### src/rtl/mem_port_arbiter_pkg.sv
// Shared definitions for the memory port arbiter: store size codes,
// default abort timeout and the grant-history type.
package mem_port_arbiter_pkg;

    localparam logic [1:0] BE_SB = 2'b00;
    localparam logic [1:0] BE_SH = 2'b01;
    localparam logic [1:0] BE_SW = 2'b10;

    localparam int unsigned TIMEOUT_DEFAULT = 15;

    typedef enum logic {
        GRANT_IF,
        GRANT_M
    } grant_e;

endpackage

### src/rtl/mem_port_arbiter_if.sv
// Fetch, data and single-port memory handshake signals of the arbiter.
// The slave modport is the arbiter's view; master is the surrounding system.
interface mem_port_arbiter_if;

    logic        if_req;
    logic [31:0] if_addr;
    logic [31:0] if_rdata;
    logic        if_ready;

    logic        m_req;
    logic        m_we;
    logic [1:0]  m_beop;
    logic [31:0] m_addr;
    logic [31:0] m_wdata;
    logic [31:0] m_rdata;
    logic        m_ready;

    logic        mem_req;
    logic        mem_we;
    logic [3:0]  mem_be;
    logic [31:0] mem_addr;
    logic [31:0] mem_wdata;
    logic [31:0] mem_rdata;
    logic        mem_ack;

    logic        stall;
    logic        bus_err;

    modport slave (
        input  if_req, if_addr, m_req, m_we, m_beop, m_addr, m_wdata,
               mem_rdata, mem_ack,
        output if_rdata, if_ready, m_rdata, m_ready,
               mem_req, mem_we, mem_be, mem_addr, mem_wdata, stall, bus_err
    );

    modport master (
        output if_req, if_addr, m_req, m_we, m_beop, m_addr, m_wdata,
               mem_rdata, mem_ack,
        input  if_rdata, if_ready, m_rdata, m_ready,
               mem_req, mem_we, mem_be, mem_addr, mem_wdata, stall, bus_err
    );

endinterface

### src/rtl/mem_port_arbiter_store_lane_align.sv
// Combinational byte-enable and write-data lane placement for a data access.
// Loads always read the full word.
module store_lane_align
    import mem_port_arbiter_pkg::*;
(
    input  logic        we,
    input  logic [1:0]  beop,
    input  logic [1:0]  addr_lo,
    input  logic [31:0] wdata,
    output logic [3:0]  be,
    output logic [31:0] wdata_lane
);

    always_comb begin
        be         = 4'b1111;
        wdata_lane = wdata;
        if (we) begin
            case (beop)
                BE_SB: begin
                    be         = 4'b0001 << addr_lo;
                    wdata_lane = {4{wdata[7:0]}};
                end
                BE_SH: begin
                    be         = addr_lo[1] ? 4'b1100 : 4'b0011;
                    wdata_lane = {2{wdata[15:0]}};
                end
                BE_SW:   ;
                default: ;
            endcase
        end
    end

endmodule

### src/rtl/mem_port_arbiter.sv
// Arbitrates instruction fetch and data accesses onto one memory port,
// alternating grants under contention and aborting accesses that never ack.
module mem_port_arbiter
    import mem_port_arbiter_pkg::*;
#(
    parameter int unsigned TIMEOUT = TIMEOUT_DEFAULT
) (
    input  logic              clk,
    input  logic              reset,
    mem_port_arbiter_if.slave bus
);

    typedef enum logic [1:0] {
        IDLE,
        BUSY_IF,
        BUSY_M
    } state_e;

    localparam int unsigned CW = (TIMEOUT < 2) ? 1 : $clog2(TIMEOUT);

    state_e      state, state_nxt;
    grant_e      last_grant, last_grant_nxt;
    logic [CW-1:0] wait_cnt;

    logic        cmd_we;
    logic [3:0]  cmd_be;
    logic [31:0] cmd_addr;
    logic [31:0] cmd_wdata;

    logic [3:0]  al_be;
    logic [31:0] al_wdata;

    logic        busy, timeout_hit, done;
    logic        if_ready_c, m_ready_c;
    logic [31:0] if_rdata_c, m_rdata_c;

    store_lane_align u_align (
        .we         (bus.m_we),
        .beop       (bus.m_beop),
        .addr_lo    (bus.m_addr[1:0]),
        .wdata      (bus.m_wdata),
        .be         (al_be),
        .wdata_lane (al_wdata)
    );

    // wait_cnt counts already-elapsed ack-less cycles, so the TIMEOUT-th busy
    // cycle is the last one; an ack arriving in that cycle still wins.
    assign busy        = (state != IDLE);
    assign timeout_hit = busy && !bus.mem_ack && (32'(wait_cnt) + 32'd1 >= TIMEOUT);
    assign done        = busy && (bus.mem_ack || timeout_hit);

    always_ff @(posedge clk) begin
        if (reset) begin
            state      <= IDLE;
            last_grant <= GRANT_IF;
            wait_cnt   <= '0;
            cmd_we     <= 1'b0;
            cmd_be     <= '0;
            cmd_addr   <= '0;
            cmd_wdata  <= '0;
        end else begin
            state      <= state_nxt;
            last_grant <= last_grant_nxt;
            if (!busy)
                wait_cnt <= '0;
            else if (!done)
                wait_cnt <= wait_cnt + CW'(1);
            if (state == IDLE && state_nxt == BUSY_M) begin
                cmd_we    <= bus.m_we;
                cmd_be    <= al_be;
                cmd_addr  <= bus.m_addr & ~32'h3;
                cmd_wdata <= al_wdata;
            end else if (state == IDLE && state_nxt == BUSY_IF) begin
                cmd_we    <= 1'b0;
                cmd_be    <= 4'b1111;
                cmd_addr  <= bus.if_addr & ~32'h3;
                cmd_wdata <= '0;
            end
        end
    end

    always_comb begin
        state_nxt      = state;
        last_grant_nxt = last_grant;
        if_ready_c     = 1'b0;
        m_ready_c      = 1'b0;
        if_rdata_c     = '0;
        m_rdata_c      = '0;
        case (state)
            IDLE: begin
                if (bus.m_req && (!bus.if_req || last_grant == GRANT_IF))
                    state_nxt = BUSY_M;
                else if (bus.if_req)
                    state_nxt = BUSY_IF;
            end
            BUSY_IF: begin
                if (done) begin
                    if_ready_c     = 1'b1;
                    if_rdata_c     = bus.mem_ack ? bus.mem_rdata : '0;
                    state_nxt      = IDLE;
                    last_grant_nxt = GRANT_IF;
                end
            end
            BUSY_M: begin
                if (done) begin
                    m_ready_c      = 1'b1;
                    m_rdata_c      = bus.mem_ack ? bus.mem_rdata : '0;
                    state_nxt      = IDLE;
                    last_grant_nxt = GRANT_M;
                end
            end
            default: state_nxt = IDLE;
        endcase
    end

    assign bus.if_ready  = if_ready_c;
    assign bus.if_rdata  = if_rdata_c;
    assign bus.m_ready   = m_ready_c;
    assign bus.m_rdata   = m_rdata_c;
    assign bus.mem_req   = busy;
    assign bus.mem_we    = cmd_we;
    assign bus.mem_be    = cmd_be;
    assign bus.mem_addr  = cmd_addr;
    assign bus.mem_wdata = cmd_wdata;
    assign bus.bus_err   = timeout_hit;
    assign bus.stall     = (bus.if_req & ~if_ready_c) | (bus.m_req & ~m_ready_c);

endmodule

### src/flat_wrapper.sv
// flat-port wrapper written by rule: the top's interface ports become plain ports
module mem_port_arbiter_flat import mem_port_arbiter_pkg::*;
#(
    parameter int unsigned TIMEOUT = TIMEOUT_DEFAULT
)
  (clk, reset, bus_if_req, bus_if_addr, bus_m_req, bus_m_we, bus_m_beop, bus_m_addr, bus_m_wdata, bus_mem_rdata, bus_mem_ack, bus_if_rdata, bus_if_ready, bus_m_rdata, bus_m_ready, bus_mem_req, bus_mem_we, bus_mem_be, bus_mem_addr, bus_mem_wdata, bus_stall, bus_bus_err);
  mem_port_arbiter_if bus_i ();
  input  logic clk;
  input  logic reset;
  input wire logic [$bits(bus_i.if_req)-1:0] bus_if_req;
  input wire logic [$bits(bus_i.if_addr)-1:0] bus_if_addr;
  input wire logic [$bits(bus_i.m_req)-1:0] bus_m_req;
  input wire logic [$bits(bus_i.m_we)-1:0] bus_m_we;
  input wire logic [$bits(bus_i.m_beop)-1:0] bus_m_beop;
  input wire logic [$bits(bus_i.m_addr)-1:0] bus_m_addr;
  input wire logic [$bits(bus_i.m_wdata)-1:0] bus_m_wdata;
  input wire logic [$bits(bus_i.mem_rdata)-1:0] bus_mem_rdata;
  input wire logic [$bits(bus_i.mem_ack)-1:0] bus_mem_ack;
  output wire logic [$bits(bus_i.if_rdata)-1:0] bus_if_rdata;
  output wire logic [$bits(bus_i.if_ready)-1:0] bus_if_ready;
  output wire logic [$bits(bus_i.m_rdata)-1:0] bus_m_rdata;
  output wire logic [$bits(bus_i.m_ready)-1:0] bus_m_ready;
  output wire logic [$bits(bus_i.mem_req)-1:0] bus_mem_req;
  output wire logic [$bits(bus_i.mem_we)-1:0] bus_mem_we;
  output wire logic [$bits(bus_i.mem_be)-1:0] bus_mem_be;
  output wire logic [$bits(bus_i.mem_addr)-1:0] bus_mem_addr;
  output wire logic [$bits(bus_i.mem_wdata)-1:0] bus_mem_wdata;
  output wire logic [$bits(bus_i.stall)-1:0] bus_stall;
  output wire logic [$bits(bus_i.bus_err)-1:0] bus_bus_err;
  assign bus_i.if_req = bus_if_req;
  assign bus_i.if_addr = bus_if_addr;
  assign bus_i.m_req = bus_m_req;
  assign bus_i.m_we = bus_m_we;
  assign bus_i.m_beop = bus_m_beop;
  assign bus_i.m_addr = bus_m_addr;
  assign bus_i.m_wdata = bus_m_wdata;
  assign bus_i.mem_rdata = bus_mem_rdata;
  assign bus_i.mem_ack = bus_mem_ack;
  assign bus_if_rdata = bus_i.if_rdata;
  assign bus_if_ready = bus_i.if_ready;
  assign bus_m_rdata = bus_i.m_rdata;
  assign bus_m_ready = bus_i.m_ready;
  assign bus_mem_req = bus_i.mem_req;
  assign bus_mem_we = bus_i.mem_we;
  assign bus_mem_be = bus_i.mem_be;
  assign bus_mem_addr = bus_i.mem_addr;
  assign bus_mem_wdata = bus_i.mem_wdata;
  assign bus_stall = bus_i.stall;
  assign bus_bus_err = bus_i.bus_err;
  mem_port_arbiter #(.TIMEOUT(TIMEOUT)) u_core (.clk(clk), .reset(reset), .bus(bus_i));
endmodule
### config.mk
export PLATFORM = sky130hd
export DESIGN_NAME = mem_port_arbiter_flat
export DESIGN_NICKNAME = d
export VERILOG_FILES = /design/src/rtl/mem_port_arbiter_pkg.sv /design/src/rtl/mem_port_arbiter_if.sv /design/src/rtl/mem_port_arbiter_store_lane_align.sv /design/src/rtl/mem_port_arbiter.sv /design/src/flat_wrapper.sv
export SDC_FILE = /design/constraint.sdc
export NUM_CORES = 1
export LEC_CHECK = 0
export CAP_MARGIN = 20
export CORE_AREA = 2 2 107 109
export CTS_CLUSTER_DIAMETER = 30
export DETAILED_ROUTE_END_ITERATION = 16
export DIE_AREA = 0 0 109 111
export PLACE_DENSITY = 0.9
export SLEW_MARGIN = 20
export SYNTH_ARGS = -nofsm -noshare
export SYNTH_HDL_FRONTEND = slang
export SYNTH_SLANG_ARGS = --single-unit
### constraint.sdc
create_clock -name clk -period 3.2 [get_ports clk]
set_clock_uncertainty 0.1 [all_clocks]
set_input_delay 0.32 -clock clk [delete_from_list [all_inputs] [get_ports clk]]
set_output_delay 0.32 -clock clk [all_outputs]
set_load 0.005 [all_outputs]
==> flow_metrics.env <==
export IMPL_status="finished, final reports clean"
export IMPL_drt_initial_drc_count=163
export IMPL_largest_net_degree_at_the_start_of_global_routing=40
export IMPL_via_per_instance_ratio=5.00
export IMPL_ioPinCount=274
export IMPL_cp_max_delay_cell="clkdlybuf4s50_1"
export IMPL_drive_gt1_share_pct=5.02
export IMPL_cts_reportedPaths_clkPinSlew_ns=0.05
export IMPL_unrepaired_setup_endpoints_after_global_routing="no"
export IMPL_setup_tns_final_ns=0
export IMPL_final_instance_count_excl_fill=802
export IMPL_timing_final_crit_period_ns=2.97
export IMPL_insertion_delay_ns=0.34
export IMPL_power_ir_vdd_worst_v=0.000335
export IMPL_syn2layout_area_growth_pct=84.6
export IMPL_place_worst_setup_slack_ns=0.117
export IMPL_synth_seq_cells=74
export IMPL_maxCapViolations=0
export IMPL_timing_hold_ws_ns=0.364
export IMPL_setup_viol_count_final=0
export IMPL_worst_slew_margin_rel_pct=35.7
export IMPL_number_of_rows_in_the_core_area=39
export IMPL_dpl_cell_count=784
export IMPL_die_h_um=111
export IMPL_final_hold_viol_count=0
export IMPL_number_of_pins_exceeding_their_max_slew_limit_in_the_final_report=0
export IMPL_synthCells=389
export IMPL_cts_sinks=74
export IMPL_power_density_nw_per_um2=458
export IMPL_critical_path_startpoint_type="register"
export IMPL_finish_utilization_pct=62.5
export IMPL_synth_sequential_area_ratio_pct=39.5
export IMPL_routedWlPerCell_um=16.6
export IMPL_max_freq_mhz=337
export IMPL_grt_antenna_before_repair=1
export IMPL_floorplan_initialDensity_pct=33.8
export IMPL_antenna_violating_nets_post_route=0
export IMPL_clk_root_buffer_cell="clkbuf_16"
export IMPL_slowest_delay_ns=0.52
export IMPL_setup_worst_path_class="register to output port"
export IMPL_grt_pass1_vias=3927
export IMPL_die_width_um=109
export IMPL_aggregate_global_routing_overflow=0
export IMPL_syn_avg_cell_area_um2=9.63
export IMPL_numCtsBuffers=9
export IMPL_place_port_buffers=269
export IMPL_timing_critical_path_arrival_ns=2.55
export IMPL_drt_first_pass_iters=4
export IMPL_post_synth_num_cell_types=38
export IMPL_critical_path_required_ns=2.78
export IMPL_nNetsFinal=795
export IMPL_totalPowerFinal_mw=3.17
export IMPL_period_utilization_pct=92.8
export IMPL_detailroute_via_count=4011
export IMPL_drcViolationCount=0
export IMPL_critical_path_max_fanout=32
export IMPL_detail_route_wirelength_mm=13.3
export IMPL_h_tree_depth=3
export IMPL_place_gp_congestion=0.866
export IMPL_cp_cell_sequence="inv_1, ha_1, buf_4, inv_1, and3_1, buf_4, and2_1, clkdlybuf4s50_1"
export IMPL_half_perimeter_wire_length_of_the_detailed_placement_result_mm=10.5
export IMPL_fillers=880
export IMPL_min_path_type="register to register"
export IMPL_ys_warnings_count=0
export IMPL_tritoncts_clock_tree="yes"
export IMPL_grt_use_total_pct=21.1
export IMPL_p_leak_nw=2.63
export IMPL_post_dp_cell_area_um2=6590
export IMPL_postLayoutCellArea_um2=6920
export IMPL_maximum_clock_insertion_buffer_count=2
export IMPL_placeableCoreArea_um2=11100
export IMPL_syn_area_um2=3750
export IMPL_critical_path_endpoint_type="output port"
export IMPL_wire_length_of_the_first_global_routing_pass_mm=19.8
export IMPL_worstMarginPinSlew_ns=0.963
export IMPL_postLayoutSetupSlackWorst_ns=0.229
export IMPL_design_die_area_um2=12100
[cells by family (layout without fill, tap and decap cells)]
family                     count (synthesis)  in the layout  share of synthesized area [%]
adders and majority gates                  6              6                           2.00
and+or+nand+nor                          107            108                           16.4
xor gates and xnor gates                   2              2                          0.468
DFF                                       74             74                           39.5
other                                      1              3                          0.100
AOI/OAI and AO/OA                        102            102                           22.0
buffers and inverters                     43            310                           5.04
muxes                                     54             54                           14.4
[power by group]
group	switching (mW)	internal [mW]
Clock	0.394	0.685
Sequential	0.0776	1.06
Combinational	0.396	0.561
[layout make-up]
type,count,area (um2),area share (%)
Antenna cell,1,2.50,0.0362
Clock buffer,10,229,3.31
Clock inverter,6,90.1,1.30
Inverter,13,48.8,0.705
Multi-Input combinational cell,274,2110,30.4
Sequential cell,74,1480,21.4
Tap cell,143,179,2.59
Timing Repair Buffer,281,2780,40.2
[Yosys cell counts (all sizes together)]
| cell type | count | area share [%] |
|---|---|---|
| nand3b | 1 | 0.20 |
| inv | 13 | 1.3 |
| nor2b | 2 | 0.33 |
| xnor2 | 2 | 0.47 |
| and2 | 68 | 11 |
| o211ai | 3 | 0.60 |
| o41ai | 1 | 0.23 |
| nand3 | 5 | 0.67 |
| or3 | 1 | 0.17 |
| a21oi | 3 | 0.40 |
| dfxtp | 74 | 40 |
| a221oi | 4 | 0.93 |
| buf | 11 | 1.8 |
| nand2 | 14 | 1.4 |
| clkbuf | 19 | 1.9 |
| nor4b | 1 | 0.23 |
| o21ai | 15 | 2.0 |
| nor3 | 4 | 0.53 |
| a31o | 1 | 0.23 |
| a22o | 17 | 4.0 |
| a2111oi | 4 | 0.93 |
| mux2i | 54 | 14 |
| a41o | 1 | 0.27 |
| o22ai | 1 | 0.17 |
| nand2b | 2 | 0.33 |
| o221ai | 1 | 0.23 |
| ha | 6 | 2.0 |
| and3 | 3 | 0.50 |
| o2bb2ai | 46 | 11 |
| o2111ai | 1 | 0.23 |
| nor2 | 6 | 0.67 |
| o21bai | 2 | 0.40 |
| conb | 1 | 0.10 |
| a211oi | 2 | 0.67 |
[state kept, by name, summed over array words and instances (netlist names)]
signal and cells:
u_core.bus.mem_wdata 32, u_core.bus.mem_be 4, u_core.bus.mem_addr 30, u_core.bus.mem_we 1, u_core.wait_cnt 4, u_core.last_grant 1, u_core.state 2
[placed cells by master (no fill, tap or decap), types with 2 or more instances in the layout]
cell type          n
clkdlybuf4s50_1  269
dfxtp_1           74
and2_1            68
mux2i_1           54
o2bb2ai_1         46
a22o_1            17
nand2_1           14
o21ai_0           14
inv_1             13
buf_4             12
clkbuf_16          9
ha_1               6
nand3_1            5
nor2_1             5
nor3_1             4
a2111oi_0          4
a221oi_1           4
a21oi_1            3
and3_1             3
o211ai_1           3
nor2b_1            2
nand2b_1           2
xnor2_1            2
o21bai_1           2
conb_1             2
bufinv_16          2
[repair_timing]
action,in CTS,in global routing
hold buffers,0,0
setup buffers,0,0
gates resized for setup,0,1
setup endpoints to repair,0,15
[routing by layer]
metal / GRT usage, % / share of wire (%)
met3: 6.53 / 8.9
met5: 0 / 0
met2: 38.2 / 51
met4: 9.15 / 2.6
met1: 21.9 / 37
[critical path, delay by kind of cell (launching register included)]
| kind | cells | cell delay, ns |
|---|---|---|
| DFF | 1 | 0.41 |
| and+or+nand+nor | 2 | 0.35 |
| adders and majority gates | 1 | 0.28 |
| buffers and inverters | 5 | 1.18 |
[path summary, 6_finish.rpt]
kind | startpoint | endpoint | slack (ns) | cells past startpoint
max | u_core.state[0]$_SDFF_PP0_ | bus_m_rdata[4] | 0.23 | 8
min | u_core.bus.mem_addr[12]$_SDFFE_PP0P_ | u_core.bus.mem_addr[12]$_SDFFE_PP0P_ | 0.36 | 1
max reg2reg | u_core.state[0]$_SDFF_PP0_ | u_core.bus.mem_addr[23]$_SDFFE_PP0P_ | 0.43 | 8
min reg2reg | u_core.bus.mem_addr[12]$_SDFFE_PP0P_ | u_core.bus.mem_addr[12]$_SDFFE_PP0P_ | 0.36 | 1
Note: power is estimated with default switching activity, not from simulation.
